## config.mk

```make
export PLATFORM = sky130hd
export DESIGN_NAME = edp_md_seq_flat
export DESIGN_NICKNAME = d
export VERILOG_FILES = /design/src/rtl/edp_md_seq_if.sv /design/src/rtl/edp_md_seq.sv /design/src/flat_wrapper.sv
export SDC_FILE = /design/constraint.sdc
export NUM_CORES = 1
export LEC_CHECK = 0
export ABC_CLOCK_PERIOD_IN_PS = 1700
export CORE_MARGIN = 4
export CORE_UTILIZATION = 61
export DETAILED_ROUTE_END_ITERATION = 8
export DONT_BUFFER_PORTS = 1
export PLACE_DENSITY_LB_ADDON = 0.2
export SETUP_SLACK_MARGIN = 0.02
export SYNTH_ARGS = -nofsm -noshare
export SYNTH_HDL_FRONTEND = slang
export SYNTH_SLANG_ARGS = --single-unit
```

## constraint.sdc

```tcl
create_clock -name eboxClk -period 1.7 [get_ports eboxClk]
set_input_delay 0.34 -clock eboxClk [delete_from_list [all_inputs] [get_ports eboxClk]]
set_output_delay 0.34 -clock eboxClk [all_outputs]
set_load 0.01 [all_outputs]
```

## src/rtl/edp_md_seq_if.sv

```systemverilog
// rtl/edp_md_seq_if.sv - control bundle between EBOX microcode and the MUL/DIV step sequencer
//
// Purpose: groups the request, data-path status and data-path control lines of
// edp_md_seq so they can be passed as one port.
// Signals:
//   start, opDiv, nSteps, abort   request side (microcode -> sequencer)
//   mq35, adSign                  data-path status (EDP -> sequencer)
//   brLoad, adOp, arLoad, arxLoad,
//   mqSel, quoBit                 data-path controls (sequencer -> EDP)
//   busy, done, divOvf            status (sequencer -> microcode)
// Modports: master = microcode/EDP side, slave = sequencer.

interface edp_md_seq_if #(
  parameter int CW = 7
);
  logic          start;
  logic          opDiv;
  logic [CW-1:0] nSteps;
  logic          abort;
  logic          mq35;
  logic          adSign;
  logic          brLoad;
  logic [1:0]    adOp;
  logic          arLoad;
  logic          arxLoad;
  logic [1:0]    mqSel;
  logic          quoBit;
  logic          busy;
  logic          done;
  logic          divOvf;

  modport master (
    output start, opDiv, nSteps, abort, mq35, adSign,
    input  brLoad, adOp, arLoad, arxLoad, mqSel, quoBit, busy, done, divOvf
  );

  modport slave (
    input  start, opDiv, nSteps, abort, mq35, adSign,
    output brLoad, adOp, arLoad, arxLoad, mqSel, quoBit, busy, done, divOvf
  );
endinterface

```

## src/rtl/edp_md_seq.sv

```systemverilog
// rtl/edp_md_seq.sv - Booth multiply / non-restoring divide step sequencer for the EBOX data path
//
// Purpose: while a MUL/DIV runs, owns the AD function, AR/ARX loads and MQ
// shift mode, stepping a programmable number of times, then returns the EDP
// to microcode (busy low).
// Ports:
//   eboxClk     EBOX clock, rising edge
//   eboxResetN  asynchronous active-low reset
//   bus         edp_md_seq_if.slave (request, EDP status, EDP controls, status)

module edp_md_seq #(
  parameter int MAX_STEPS = 36,
  parameter int CW        = 7
) (
  input  logic        eboxClk,
  input  logic        eboxResetN,
  edp_md_seq_if.slave bus
);

  localparam logic [1:0] AD_PASS = 2'b00;
  localparam logic [1:0] AD_ADD  = 2'b01;
  localparam logic [1:0] AD_SUB  = 2'b10;
  localparam logic [1:0] MQ_SHL  = 2'b01;
  localparam logic [1:0] MQ_SHR  = 2'b10;
  localparam logic [1:0] MQ_HOLD = 2'b11;
  localparam logic [CW-1:0] MAX_C = CW'(MAX_STEPS);

  typedef enum logic [2:0] {
    S_IDLE, S_SETUP, S_STEP, S_FIXUP, S_DONE
  } state_t;

  state_t        state_q, state_d;
  logic [CW-1:0] cnt_q, cnt_d;
  logic [CW-1:0] steps_q, steps_d;
  logic          op_div_q, op_div_d;
  // MUL: previous multiplier bit (Booth pair). DIV: previous step's AD sign.
  logic          q_prev_q, q_prev_d;
  logic          div_ovf_q, div_ovf_d;

  logic       br_load, ar_load, arx_load, quo_bit, busy, done;
  logic [1:0] ad_op, mq_sel;

  always_ff @(posedge eboxClk or negedge eboxResetN) begin
    if (!eboxResetN) begin
      state_q   <= S_IDLE;
      cnt_q     <= '0;
      steps_q   <= '0;
      op_div_q  <= 1'b0;
      q_prev_q  <= 1'b0;
      div_ovf_q <= 1'b0;
    end else begin
      state_q   <= state_d;
      cnt_q     <= cnt_d;
      steps_q   <= steps_d;
      op_div_q  <= op_div_d;
      q_prev_q  <= q_prev_d;
      div_ovf_q <= div_ovf_d;
    end
  end

  always_comb begin
    state_d   = state_q;
    cnt_d     = cnt_q;
    steps_d   = steps_q;
    op_div_d  = op_div_q;
    q_prev_d  = q_prev_q;
    div_ovf_d = div_ovf_q;
    br_load   = 1'b0;
    ar_load   = 1'b0;
    arx_load  = 1'b0;
    quo_bit   = 1'b0;
    busy      = 1'b0;
    done      = 1'b0;
    ad_op     = AD_PASS;
    mq_sel    = MQ_HOLD;

    case (state_q)
      S_IDLE: begin
        if (bus.start && !bus.abort) begin
          op_div_d  = bus.opDiv;
          steps_d   = (bus.nSteps > MAX_C) ? MAX_C : bus.nSteps;
          div_ovf_d = 1'b0;
          state_d   = (bus.nSteps == '0) ? S_DONE : S_SETUP;
        end
      end
      S_SETUP: begin
        busy     = 1'b1;
        br_load  = 1'b1;
        q_prev_d = 1'b0;
        cnt_d    = steps_q;
        state_d  = S_STEP;
      end
      S_STEP: begin
        busy     = 1'b1;
        ar_load  = 1'b1;
        arx_load = 1'b1;
        cnt_d    = cnt_q - 1'b1;
        if (op_div_q) begin
          mq_sel   = MQ_SHL;
          // q_prev_q is cleared in SETUP, so the first step naturally subtracts.
          ad_op    = q_prev_q ? AD_ADD : AD_SUB;
          quo_bit  = ~bus.adSign;
          q_prev_d = bus.adSign;
          // First step still counting from the full load: positive result means overflow.
          if ((cnt_q == steps_q) && !bus.adSign) begin
            div_ovf_d = 1'b1;
            state_d   = S_DONE;
          end else if (cnt_q == 1) begin
            state_d = S_FIXUP;
          end
        end else begin
          mq_sel = MQ_SHR;
          case ({bus.mq35, q_prev_q})
            2'b10:   ad_op = AD_SUB;
            2'b01:   ad_op = AD_ADD;
            default: ad_op = AD_PASS;
          endcase
          q_prev_d = bus.mq35;
          if (cnt_q == 1) state_d = S_DONE;
        end
      end
      S_FIXUP: begin
        busy = 1'b1;
        // Negative final remainder is restored by adding the divisor back.
        if (q_prev_q) begin
          ad_op   = AD_ADD;
          ar_load = 1'b1;
        end
        state_d = S_DONE;
      end
      S_DONE: begin
        busy    = 1'b1;
        done    = 1'b1;
        state_d = S_IDLE;
      end
      default: state_d = S_IDLE;
    endcase

    // Cancel: drop every load and the done pulse this cycle, keep the overflow flag.
    if ((state_q != S_IDLE) && bus.abort) begin
      state_d   = S_IDLE;
      div_ovf_d = div_ovf_q;
      br_load   = 1'b0;
      ar_load   = 1'b0;
      arx_load  = 1'b0;
      quo_bit   = 1'b0;
      done      = 1'b0;
      ad_op     = AD_PASS;
      mq_sel    = MQ_HOLD;
    end
  end

  assign bus.brLoad  = br_load;
  assign bus.adOp    = ad_op;
  assign bus.arLoad  = ar_load;
  assign bus.arxLoad = arx_load;
  assign bus.mqSel   = mq_sel;
  assign bus.quoBit  = quo_bit;
  assign bus.busy    = busy;
  assign bus.done    = done;
  assign bus.divOvf  = div_ovf_q;

endmodule

```

## src/flat_wrapper.sv

```systemverilog
// flat-port wrapper written by rule: the top's interface ports become plain ports
module edp_md_seq_flat 
#(
  parameter int MAX_STEPS = 36,
  parameter int CW        = 7
)
  (eboxClk, eboxResetN, bus_start, bus_opDiv, bus_nSteps, bus_abort, bus_mq35, bus_adSign, bus_brLoad, bus_adOp, bus_arLoad, bus_arxLoad, bus_mqSel, bus_quoBit, bus_busy, bus_done, bus_divOvf);
  edp_md_seq_if #(.CW(CW)) bus_i ();
  input  logic eboxClk;
  input  logic eboxResetN;
  input wire logic [$bits(bus_i.start)-1:0] bus_start;
  input wire logic [$bits(bus_i.opDiv)-1:0] bus_opDiv;
  input wire logic [$bits(bus_i.nSteps)-1:0] bus_nSteps;
  input wire logic [$bits(bus_i.abort)-1:0] bus_abort;
  input wire logic [$bits(bus_i.mq35)-1:0] bus_mq35;
  input wire logic [$bits(bus_i.adSign)-1:0] bus_adSign;
  output wire logic [$bits(bus_i.brLoad)-1:0] bus_brLoad;
  output wire logic [$bits(bus_i.adOp)-1:0] bus_adOp;
  output wire logic [$bits(bus_i.arLoad)-1:0] bus_arLoad;
  output wire logic [$bits(bus_i.arxLoad)-1:0] bus_arxLoad;
  output wire logic [$bits(bus_i.mqSel)-1:0] bus_mqSel;
  output wire logic [$bits(bus_i.quoBit)-1:0] bus_quoBit;
  output wire logic [$bits(bus_i.busy)-1:0] bus_busy;
  output wire logic [$bits(bus_i.done)-1:0] bus_done;
  output wire logic [$bits(bus_i.divOvf)-1:0] bus_divOvf;
  assign bus_i.start = bus_start;
  assign bus_i.opDiv = bus_opDiv;
  assign bus_i.nSteps = bus_nSteps;
  assign bus_i.abort = bus_abort;
  assign bus_i.mq35 = bus_mq35;
  assign bus_i.adSign = bus_adSign;
  assign bus_brLoad = bus_i.brLoad;
  assign bus_adOp = bus_i.adOp;
  assign bus_arLoad = bus_i.arLoad;
  assign bus_arxLoad = bus_i.arxLoad;
  assign bus_mqSel = bus_i.mqSel;
  assign bus_quoBit = bus_i.quoBit;
  assign bus_busy = bus_i.busy;
  assign bus_done = bus_i.done;
  assign bus_divOvf = bus_i.divOvf;
  edp_md_seq #(.MAX_STEPS(MAX_STEPS), .CW(CW)) u_core (.eboxClk(eboxClk), .eboxResetN(eboxResetN), .bus(bus_i));
endmodule
```

# == After elaboration in Yosys (flattened, before gate mapping) ==
# Index checks and enable logic that the tools add are counted.
# totals
input_bits,14
regBits,20
out_inout_bits,11
word_cells,76
# classes
order_cmp,1
n_reduce_logical,14
n_addsub,1
n_eq_ne,14
muxes,38
bitwise,2
# ops
operator,n
2-to-1 mux 3 bit,7
2-to-1 mux 1 bit,17
one-hot mux 7 bit (2 select lines),1
2-to-1 mux 2 bit,6
one-hot mux 3 bit (4 select lines),1
"inequality test 4 x 1 -> 1 bit, second input constant",2
one-hot mux 2 bit (2 select lines),2
"== test 7 x 1 -> 1 bit, second input constant",1
== test 7 bit,1
"greater-than comparator 7 x 6 -> 1 bit, second input constant",1
zero test 7 bit,1
2-to-1 mux 7 bit,1
"subtractor 7 x 1 -> 7 bit, second input constant",1
"== test 3 x 2 -> 1 bit, second input constant",2
"inequality test 2 x 1 -> 1 bit, second input constant",3
one-hot mux 1 bit (2 select lines),3
AND reduction 5 bit,1
nonzero test 2 bit,2
OR reduction 4 bit,1
"== test 3 x 1 -> 1 bit, second input constant",1
"== test 3 bit, second input constant",1
logical AND 1 bit,3
zero test 3 bit,1
"inequality test 3 x 1 -> 1 bit, second input constant",1
other kinds (7),9

# == Logic depth before layout (Yosys ltp) ==
# depth
word_depth,6
ltp_mapped,6
ltp_nobuf,5

# == Least setup slack after synthesis ==
# Ideal clock, no wire load.
# synth_path
path_type,reg2out
from,register u_core.state_q[0]
to,output bus_quoBit
slack_ns,0.051
required_time_ns,1.360
t_arrival_ns,1.309
path_buffers,1
stages_incl_launch_ff,6
cell_sequence,dfrtp_1 buf_2 nand2b_1 nor3_4 nand2_1 nor2_1
# synth_between
elab_chain_cells,3
word_cells_on_any_way,5
classes_between,eq/ne (1); mux (2); reduce/logical (2)
# synth_rtl
item,line_no,rtl
"start, declared",edp_md_seq.sv:32,"state_t state_q, state_d;"
"start signal, assigned",edp_md_seq.sv:52,state_q <= state_d;
== test 3 x 2 -> 1 bit / nonzero test 3 bit (equally long branches),"edp_md_seq.sv:77, edp_md_seq.sv:140",
2-to-1 mux 1 bit / logical AND 1 bit (equally long branches),"edp_md_seq.sv:77, edp_md_seq.sv:140",
2-to-1 mux 1 bit (*),edp_md_seq.sv:140,if ((state_q != S_IDLE) && bus.abort) begin
"end, declared",flat_wrapper.sv:22,output wire logic [$bits(bus_i.quoBit)-1:0] bus_quoBit;
# Mark *: on every way between the ends. The rest lies on a longest branch, timed or not.

# == Worst setup path after layout ==
# layout_path
from,register u_core.state_q[1]
to,output bus_brLoad
# layout_between
elab_chain_cells,3
word_cells_on_any_way,5
classes_between,eq/ne (1); mux (2); reduce/logical (2)
# layout_rtl
item,line_no,rtl
== test 3 x 1 -> 1 bit / nonzero test 3 bit (equally long branches),"edp_md_seq.sv:77, edp_md_seq.sv:140",
2-to-1 mux 1 bit / logical AND 1 bit (equally long branches),"edp_md_seq.sv:77, edp_md_seq.sv:140",
2-to-1 mux 1 bit (*),edp_md_seq.sv:140,
"end, declared",flat_wrapper.sv:17,output wire logic [$bits(bus_i.brLoad)-1:0] bus_brLoad;
# Marks and branches as above.

==> results.tsv <==
metric	value	unit
fin crit share	105	%
compound-cell area share of the yosys netlist	23.3	%
Synth Flop Type	dfrtp_1	
TritonCTS Buffers	3	
post-route cell area	1560	sq um
worst reg-to-reg setup slack	-0.04	ns
CP max stage cell	dfrtp_2	
failing checks	negative setup slack	
first-pass GRT wire length	5660	um
Iter 0 DRT Violations	72	
launching point of the worst reg2reg path	u_core.state_q[2]$_DFFE_PN0P_	
ys async rst share	100	%
Worst-Margin Slew	0.897	ns
final hold violations	0	
port bufs	0	
Max FO, Critical Path	7	
crit path cell chain	or3b_4, nor2_4	
Max stage delay on crit path	0.52	ns
drt pass-1 iters	4	
initial antenna violation count	0	
Top Family by Delay on Critical Path	simple AND/OR/NAND/NOR gates	
pre-CTS setup slack	0.0456	ns
CTS max path bufs	2	
final wirelength	3610	um
Seq/Total Area, Yosys	41.7	%
RSZ-0062 raised after global routing	true	
root buf cell	clkbuf_4	
Synth Area in Adders	2.08	%
most common cell after layout, fill and taps aside	dfrtp_1	
Power Total	0.00199	W
Pins Over Slew Limit	0	
synth top area cells	dfrtp_1 (42%), a22o_1 (3.6%), xnor2_1 (3.6%)	
worst min path class	input pin to register	
I/O pins	25	
Max Cap Violations	0	
Synth Register Bits	20	
Die Area	2740	sq um
VDD IR max	1.04	mV
Remaining DRCs	0	
f_max	560	MHz
core area	1800	sq um
Starting Density	66.7	%
number of synthesis warnings	0	
simple-gate share of the synthesized area	19.8	%
diode count	0	
Vias/cell	6.74	
row cnt	15	
most frequent cells in the layout	dfrtp_1 (16), buf_4 (14), o21ai_0 (8)	
Synth cell types	45	
clock sinks	20	
critical path required time	1.36	ns
fin crit period	1.79	ns
Slew HR	40.0	%
share of cells above drive strength 1	36.3	%
Die Y	52.4	um
Post-DP HPWL	2070	um
Chip Width	52.4	um
non-filler cells in the finished layout	171	
Clock transition at path regs	0.12	ns
crit path to	bus_brLoad	
status	finished, violations left	
Pleak	0.686	nW
post-synthesis mux area share	2.60	%
Cells after Synth	127	
GRT Util Overall	28.3	%
Mapped Nets	143	
critical path class	register to output pin	
Critical Path Source Type	register	
post-synthesis xor/xnor area fraction	5.83	%
via count	1153	
routed len/inst	21.1	um
final setup margin	-0.0868	ns
largest net degree at the start of global routing	21	
Filler Cells Inserted	89	
CTS tree	built	
Final ANT Viol Nets	0	
WP buf/inv	0	
WP depth	2	
Synth Area per Inst	9.46	sq um
vias in the first global route	1181	
CP Capture Type	output pin	
Synth area leader	dfrtp_1	
clk_lat worst skew	0.30	ns
Placement Cell Area	1280	sq um
H-tree depth	1	
worst r2r dst	u_core.cnt_q[3]$_DFFE_PN0P_	
largest family of logic cells by synthesized area	compound AO/OA/AOI/OAI gates	
gr ovfl total	0	
worst reg2reg path depth	5	
EDFF count, synth	0	
Placer Congestion	0.817	
Yosys top cell area share	41.7	%
Syn Std Cell Area	1200	sq um
Final Net Count	163	
clk_skew	0.00306	ns
Layout area overhead	29.6	%
placed insts	156	
final setup violation count	9	
pwr dens	1280	nW/um^2
crit path from	u_core.state_q[1]$_DFFE_PN0P_	
critical path arrival	1.45	ns
[per-layer routing]
metal / track usage (%) / vias up / part of all wire, %
met3: 5.41 / 12 / 7.3
met5: 0 / - / 0
met1: 34.9 / 566 / 40
li1: - / 507 / -
met4: 11.1 / 0 / 2.7
met2: 48.3 / 68 / 50
[kinds of logic (layout without fill, tap and decap cells)]
kind of cell | after synthesis | in the layout
simple gates | 42 | 42
buf+inv | 14 | 33
xor+xnor | 8 | 8
compound gates | 38 | 38
flops | 20 | 20
fa+ha+maj | 2 | 2
mux | 3 | 3
[worst min path at each step]
stage	cells after the start	start	slack (ns)	to
5_1_grt	1	bus_abort	0.13	u_core.state_q[1]$_DFFE_PN0P_
6_report	1	bus_abort	0.14	u_core.state_q[1]$_DFFE_PN0P_
4_1_cts	1	bus_abort	0.13	u_core.state_q[1]$_DFFE_PN0P_
3_3_place_gp	0	eboxResetN	0.04	u_core.q_prev_q$_DFFE_PN0P_
2_1_floorplan	0	eboxResetN	0.04	u_core.bus.divOvf$_DFFE_PN0P_
3_5_place_dp	0	eboxResetN	0.04	u_core.q_prev_q$_DFFE_PN0P_
[power breakdown]
| part | internal [W] | switching, W |
|---|---|---|
| Sequential | 0.000600 | 0.000200 |
| Clock | 0.000238 | 0.000160 |
| Combinational | 0.000377 | 0.000410 |
| Total | 0.00122 | 0.000770 |
[cells in the mapped netlist (all sizes together) (2+ instances only)]
master  instances
and2            3
buf             3
mux2i           2
nand2          10
nand3           2
xor2            3
a311oi          2
xnor2           5
a221o           3
nor3            5
a211oi          2
a21oi           6
clkbuf          4
ha              2
inv             7
dfrtp          20
nor2           12
a22o            5
o21ai           8
or3b            2
[layout make-up]
class | count | area, sq um | share of cell area, %
clock buffers | 3 | 22.5 | 1.45
clock inverters | 1 | 30.0 | 1.93
inverters | 7 | 26.3 | 1.69
multi-input cells | 93 | 747 | 48.0
flip-flops and latches | 20 | 505 | 32.5
well taps | 25 | 31.3 | 2.01
repair buffers | 22 | 194 | 12.5
[per-stage QoR]
| step | util (%) | hold slack [ns] | setup TNS, ns |
|---|---|---|---|
| 6_report | 86.4 | 0.138 | -0.418 |
| 5_1_grt | 86.4 | 0.128 | -0.958 |
| 4_1_cts | 81.5 | 0.131 | -0.309 |
| 3_5_place_dp | 71.3 | 0.0449 | 0 |
| 3_3_place_gp | 71.3 | 0.0448 | 0 |
| 2_1_floorplan | - | 0.0444 | 0 |
[state kept, by name (all words and copies together) (netlist names)]
name	flops
u_core.bus.divOvf	1
u_core.cnt_q	7
u_core.op_div_q	1
u_core.q_prev_q	1
u_core.state_q	3
u_core.steps_q	7
[worst reg2reg max path: stages, from the launching register on]
cell     delay (ns)
dfrtp_2        0.48
buf_4          0.17
or3b_4         0.40
nor3_4         0.24
a21oi_1        0.10
a221o_1        0.26
[what timing repair did]
action,4_1_cts,5_1_grt
endpoints found under the setup margin,10,16
pin swaps,2,3
hold buffers,1,0
hold endpoints to repair,20,0
setup buffers,7,3
resized for setup,20,14
No activity file was read; power rests on OpenSTA's default activity.
==> RTL change 1, RTL diff (same settings) <==
`CW` is set to 7 in 3 places; all go to 8.
--- a/src/rtl/edp_md_seq_if.sv
+++ b/src/rtl/edp_md_seq_if.sv
@@ -11,7 +11,7 @@
 // Modports: master = microcode/EDP side, slave = sequencer.
 
 interface edp_md_seq_if #(
-  parameter int CW = 7
+  parameter int CW = 8
 );
   logic          start;
   logic          opDiv;
--- a/src/rtl/edp_md_seq.sv
+++ b/src/rtl/edp_md_seq.sv
@@ -10,7 +10,7 @@
 
 module edp_md_seq #(
   parameter int MAX_STEPS = 36,
-  parameter int CW        = 7
+  parameter int CW        = 8
 ) (
   input  logic        eboxClk,
   input  logic        eboxResetN,
--- a/src/flat_wrapper.sv
+++ b/src/flat_wrapper.sv
@@ -2,7 +2,7 @@
 module edp_md_seq_flat 
 #(
   parameter int MAX_STEPS = 36,
-  parameter int CW        = 7
+  parameter int CW        = 8
 )
   (eboxClk, eboxResetN, bus_start, bus_opDiv, bus_nSteps, bus_abort, bus_mq35, bus_adSign, bus_brLoad, bus_adOp, bus_arLoad, bus_arxLoad, bus_mqSel, bus_quoBit, bus_busy, bus_done, bus_divOvf);
   edp_md_seq_if #(.CW(CW)) bus_i ();
Ports: changed (resized bus_nSteps); port bits go from 25 to 26. No check against the original RTL was run, so the function may have changed too.
==> RTL change 1 against the original RTL <==
The flow still finishes with violations (setup timing); cell area is 16% higher; final cell count is 15% higher; synthesized area is 12% higher; routed wire length is 12% higher; via count is 12% higher; power is 37% higher; sequential cell count is 2 higher; setup slack worse by 190 ps; critical endpoint is now bus_quoBit.
==> RTL change 1: results (changes against the original RTL) <==
outcome finished, violations left; failing checks setup timing; fraction of cell area in non-clock buffers 0.160 (+0.0350); share of cells above drive strength 1 0.414 (+0.0512); CP Launch Point u_core.state_q[0]$_DFFE_PN0P_; Seq pwr share 0.323 (-0.080); Via density 6.61 (-1.9%); global-route wire length before repair 5400 um (-4.5%); Hold Path Sink u_core.state_q[2]$_DFFE_PN0P_; mux cell area share after synthesis 0.0242 (-0.00183); metal1 wirelength 1560 um (+9.2%); Layout area overhead 34.7%; Synth Register Bits 22 (+10%); setup violators final 13 (+4); adder-cell share of the synthesized area 0.0186 (-0.00221); area occupied by multi-input gates 875 um^2 (+17%); number of ordinary inverters in the final layout 6 (-1); Clock Latency Late Sink 320 ps (+20 ps); P_leak 0.806 nW (+18%); switching part of the total 0.434 (+0.0459); routed via count 1296 (+12%); Die Width 54.9 um (+4.9%); met3 routed WL 361 um (+37%); Post-DP Area 1520 um^2 (+18%); crit path to bus_quoBit; # fillers 94 (+5.6%); dpl hpwl 2500 um (+21%); Comb pwr share 0.566 (+0.170); gpl congestion 0.880 (+7.7%); Final WS setup -273 ps (-186 ps); CP max FO 5 (-2); Seq area share 0.305 (-0.0200); Critical Path AT 1630 ps (+180 ps); aggregate routed wire length 4060 um (+12%); gr usage total 0.259 (-0.0246)
## RTL change 1: cell types whose count changed in the layout (fill, tap and decap cells not counted), moves of 3 or more
cell / delta
dfrtp_1: +5
buf_4: +12
dfrtp_2: -3
xor2_1: +5
nor2_1: +6
o21ai_0: -5
xnor2_1: -4
## RTL change 1: critical path: stages (launching register included)
cell and delay [ps]:
dfrtp_1 440, or4b_4 580, inv_4 120, nand2_4 80, nor2_4 110
## RTL change 1: stage by stage
stage	hold slack (ps)	total power [mW]	worst slack [ps]	TNS, ps
after floorplan	44.4	1.65	-20.4	-20.4
after global placement	45.0	2.00	64.6	0
after detailed placement	45.0	2.05	18.8	0
after CTS	65.0	2.47	-223	-1240
after global routing	53.5	2.86	-315	-2540
final	67.8	2.73	-273	-1830
## RTL change 1: layer usage
| metal | vias to the layer above | GRT usage |
|---|---|---|
| met3 | 20 | 0.0590 |
| li1 | 577 | - |
| met5 | - | 0 |
| met2 | 83 | 0.417 |
| met1 | 616 | 0.334 |
| met4 | 0 | 0.105 |
==> RTL change 2, RTL diff (config.mk and constraints unchanged) <==
Made on the original files. Reset style: synchronous (`eboxResetN`), changed in one clocked block. Comments in the files are not updated.
--- a/src/rtl/edp_md_seq.sv
+++ b/src/rtl/edp_md_seq.sv
@@ -40,7 +40,7 @@
   logic       br_load, ar_load, arx_load, quo_bit, busy, done;
   logic [1:0] ad_op, mq_sel;
 
-  always_ff @(posedge eboxClk or negedge eboxResetN) begin
+  always_ff @(posedge eboxClk) begin
     if (!eboxResetN) begin
       state_q   <= S_IDLE;
       cnt_q     <= '0;
Function: differs if eboxResetN is asserted again (counterexample within 4 cycles, from zero or initial values and one cycle with eboxResetN low); with eboxResetN held inactive, the same outputs for 10 cycles.
==> RTL change 2 against the original RTL <==
Synthesized area fell by 1.0%; sequential cell count stayed put; first-iteration DRC count is 5.6% higher; routed wire length up 3.2%; cell area down 9.2%; setup slack improved by 110 ps.
Power is not compared: it rests on default switching activity, and its combinational part moved more than twofold at a synthesized area within 25%.
==> RTL change 2: results (changes against the original RTL) <==
n_diodes 0 (unchanged); largest net degree at the start of global routing 13 (-38%); CP max FO 10 (+3); global-route wire length before repair 5800 um (+2.4%); Hold Crit Class in -> reg; worst hold slack 165 ps (+27.2 ps); clock root buffer master clkbuf_4; biggest regs u_core.cnt_q x7, u_core.steps_q x7, u_core.state_q x3; Worst slew margin 0.718 (+0.318); CP Launch Point u_core.state_q[2]$_SDFFE_PP0P_; CTS Hold Buffers Added 0 (-1); Iteration-0 DRC Markers 76 (+5.6%); FF-to-FF End u_core.cnt_q[5]$_SDFFE_PN0P_; Async SR Flop Fraction 0 (-1.00); cells on worst reg2reg path 4 (-1); antenna violations before repair 0 (unchanged); Synth Area in XOR/XNOR 0.0589 (+0.000614); register area share after synthesis 0.337 (-0.0798); aggregate routed wire length 3730 um (+3.2%); Syn Nets 170 (+19%); gr usage total 0.282 (-0.00153); post-synthesis compound-gate area fraction 0.216 (-0.0175); CP max-delay cell or3b_4; share of cells above drive strength 1 0.239 (-0.124); Pre-antenna DRT Iters 4 (unchanged); Hold Path Sink u_core.steps_q[1]$_SDFFE_PN0P_; top_reg_cell synth dfxtp_1; VDD IR-drop max 0.000588 V; NumNets Final 180 (+10%); warnings from Yosys 0 (unchanged); flop2flop setup slack 90 ps (+130 ps); dpl hpwl 2340 um (+13%); adder-cell share of the synthesized area 0.0211 (+0.000219); Post-synth top cells dfxtp_1 (20), nor2_1 (20), nand2_1 (17); mux cell area share after synthesis 0.00842 (-0.0176); gpl congestion 0.956 (+17%); vias in the first global route 1217 (+3.0%); Clock Skew 4.64 ps (+1.58 ps); Critical Path AT 1340 ps (-110 ps); P_leak 0.515 nW; RR Startpoint u_core.state_q[1]$_SDFFE_PP0P_; WHS Path Cells 2 (+1); Synth area leaders dfxtp_1 (34%), nor2_1 (6.3%), nand2_1 (5.4%), xnor2_1 (5.2%), a21oi_1 (5.1%); CP peak stage delay 450 ps (-70 ps); routed via count 1276 (+11%); crit path to bus_brLoad; CTS buffer count 3 (unchanged); htree depth 1 (unchanged); HP Start bus_nSteps[1]; clock slew at reported path FFs 120 ps (about the same); Clock Latency Late Sink 300 ps (about the same); outcome complete, no violations
-- RTL change 2: cell count changes in the layout (fill, tap and decap cells not counted), sizes merged, moves of 3 or more --
cell and change:
dfrtp -20, dfxtp +20, nand3 +8, nor2 +8
nand2 +7, a21oi +6, buf -6, a22o -5
a221o -3, and2 -3, and3 +3
-- RTL change 2: what timing repair did --
action                     4_1_cts  5_1_grt
resized for setup               16        9
pin swaps                        2        2
hold endpoints to repair         0        0
setup buffers                    4        2
setup endpoints to repair        8       12
-- RTL change 2: power by group --
part | internal (mW) | total [mW] | switching (mW)
registers | 0.483 | 0.510 | 0.0271
logic | 0.0727 | 0.169 | 0.0968
clock network | 0.131 | 0.282 | 0.151
-- RTL change 2: metrics by stage --
step	util	power (mW)	setup slack, ps	instance area, um^2	std cells
after floorplan	-	0.620	137	1190	154
after global placement	0.702	0.657	140	1250	179
after detailed placement	0.702	0.659	102	1250	179
after CTS	0.763	0.933	58.5	1360	186
after global routing	0.792	0.995	4.09	1410	188
final	0.792	0.962	24.6	1410	188
-- RTL change 2: final cells by class --
cell class / instances / area [um^2]
multi-input cells: 119 / 797
flip-flops and latches: 20 / 409
fillers: 127 / 370
repair buffers: 15 / 120
clock buffers: 4 / 36.3
well taps: 25 / 31.3
inverters: 5 / 18.8
-- RTL change 2: worst max-delay path: cells and delay by family (launching register included) --
| kind | cells | cell delay, ps |
|---|---|---|
| flip-flops | 1 | 430 |
| AND/OR/NAND/NOR | 2 | 600 |
-- RTL change 2: routing by layer --
layer  part of all wire  wire length (um)  GRT usage  vias to the layer above
li1                   -                 -          -                      574
met1               0.40              1500      0.379                      592
met2               0.47              1740      0.469                       95
met3               0.10               382     0.0401                       15
met4              0.029               108     0.0766                        0
met5                  0                 0          0                        -
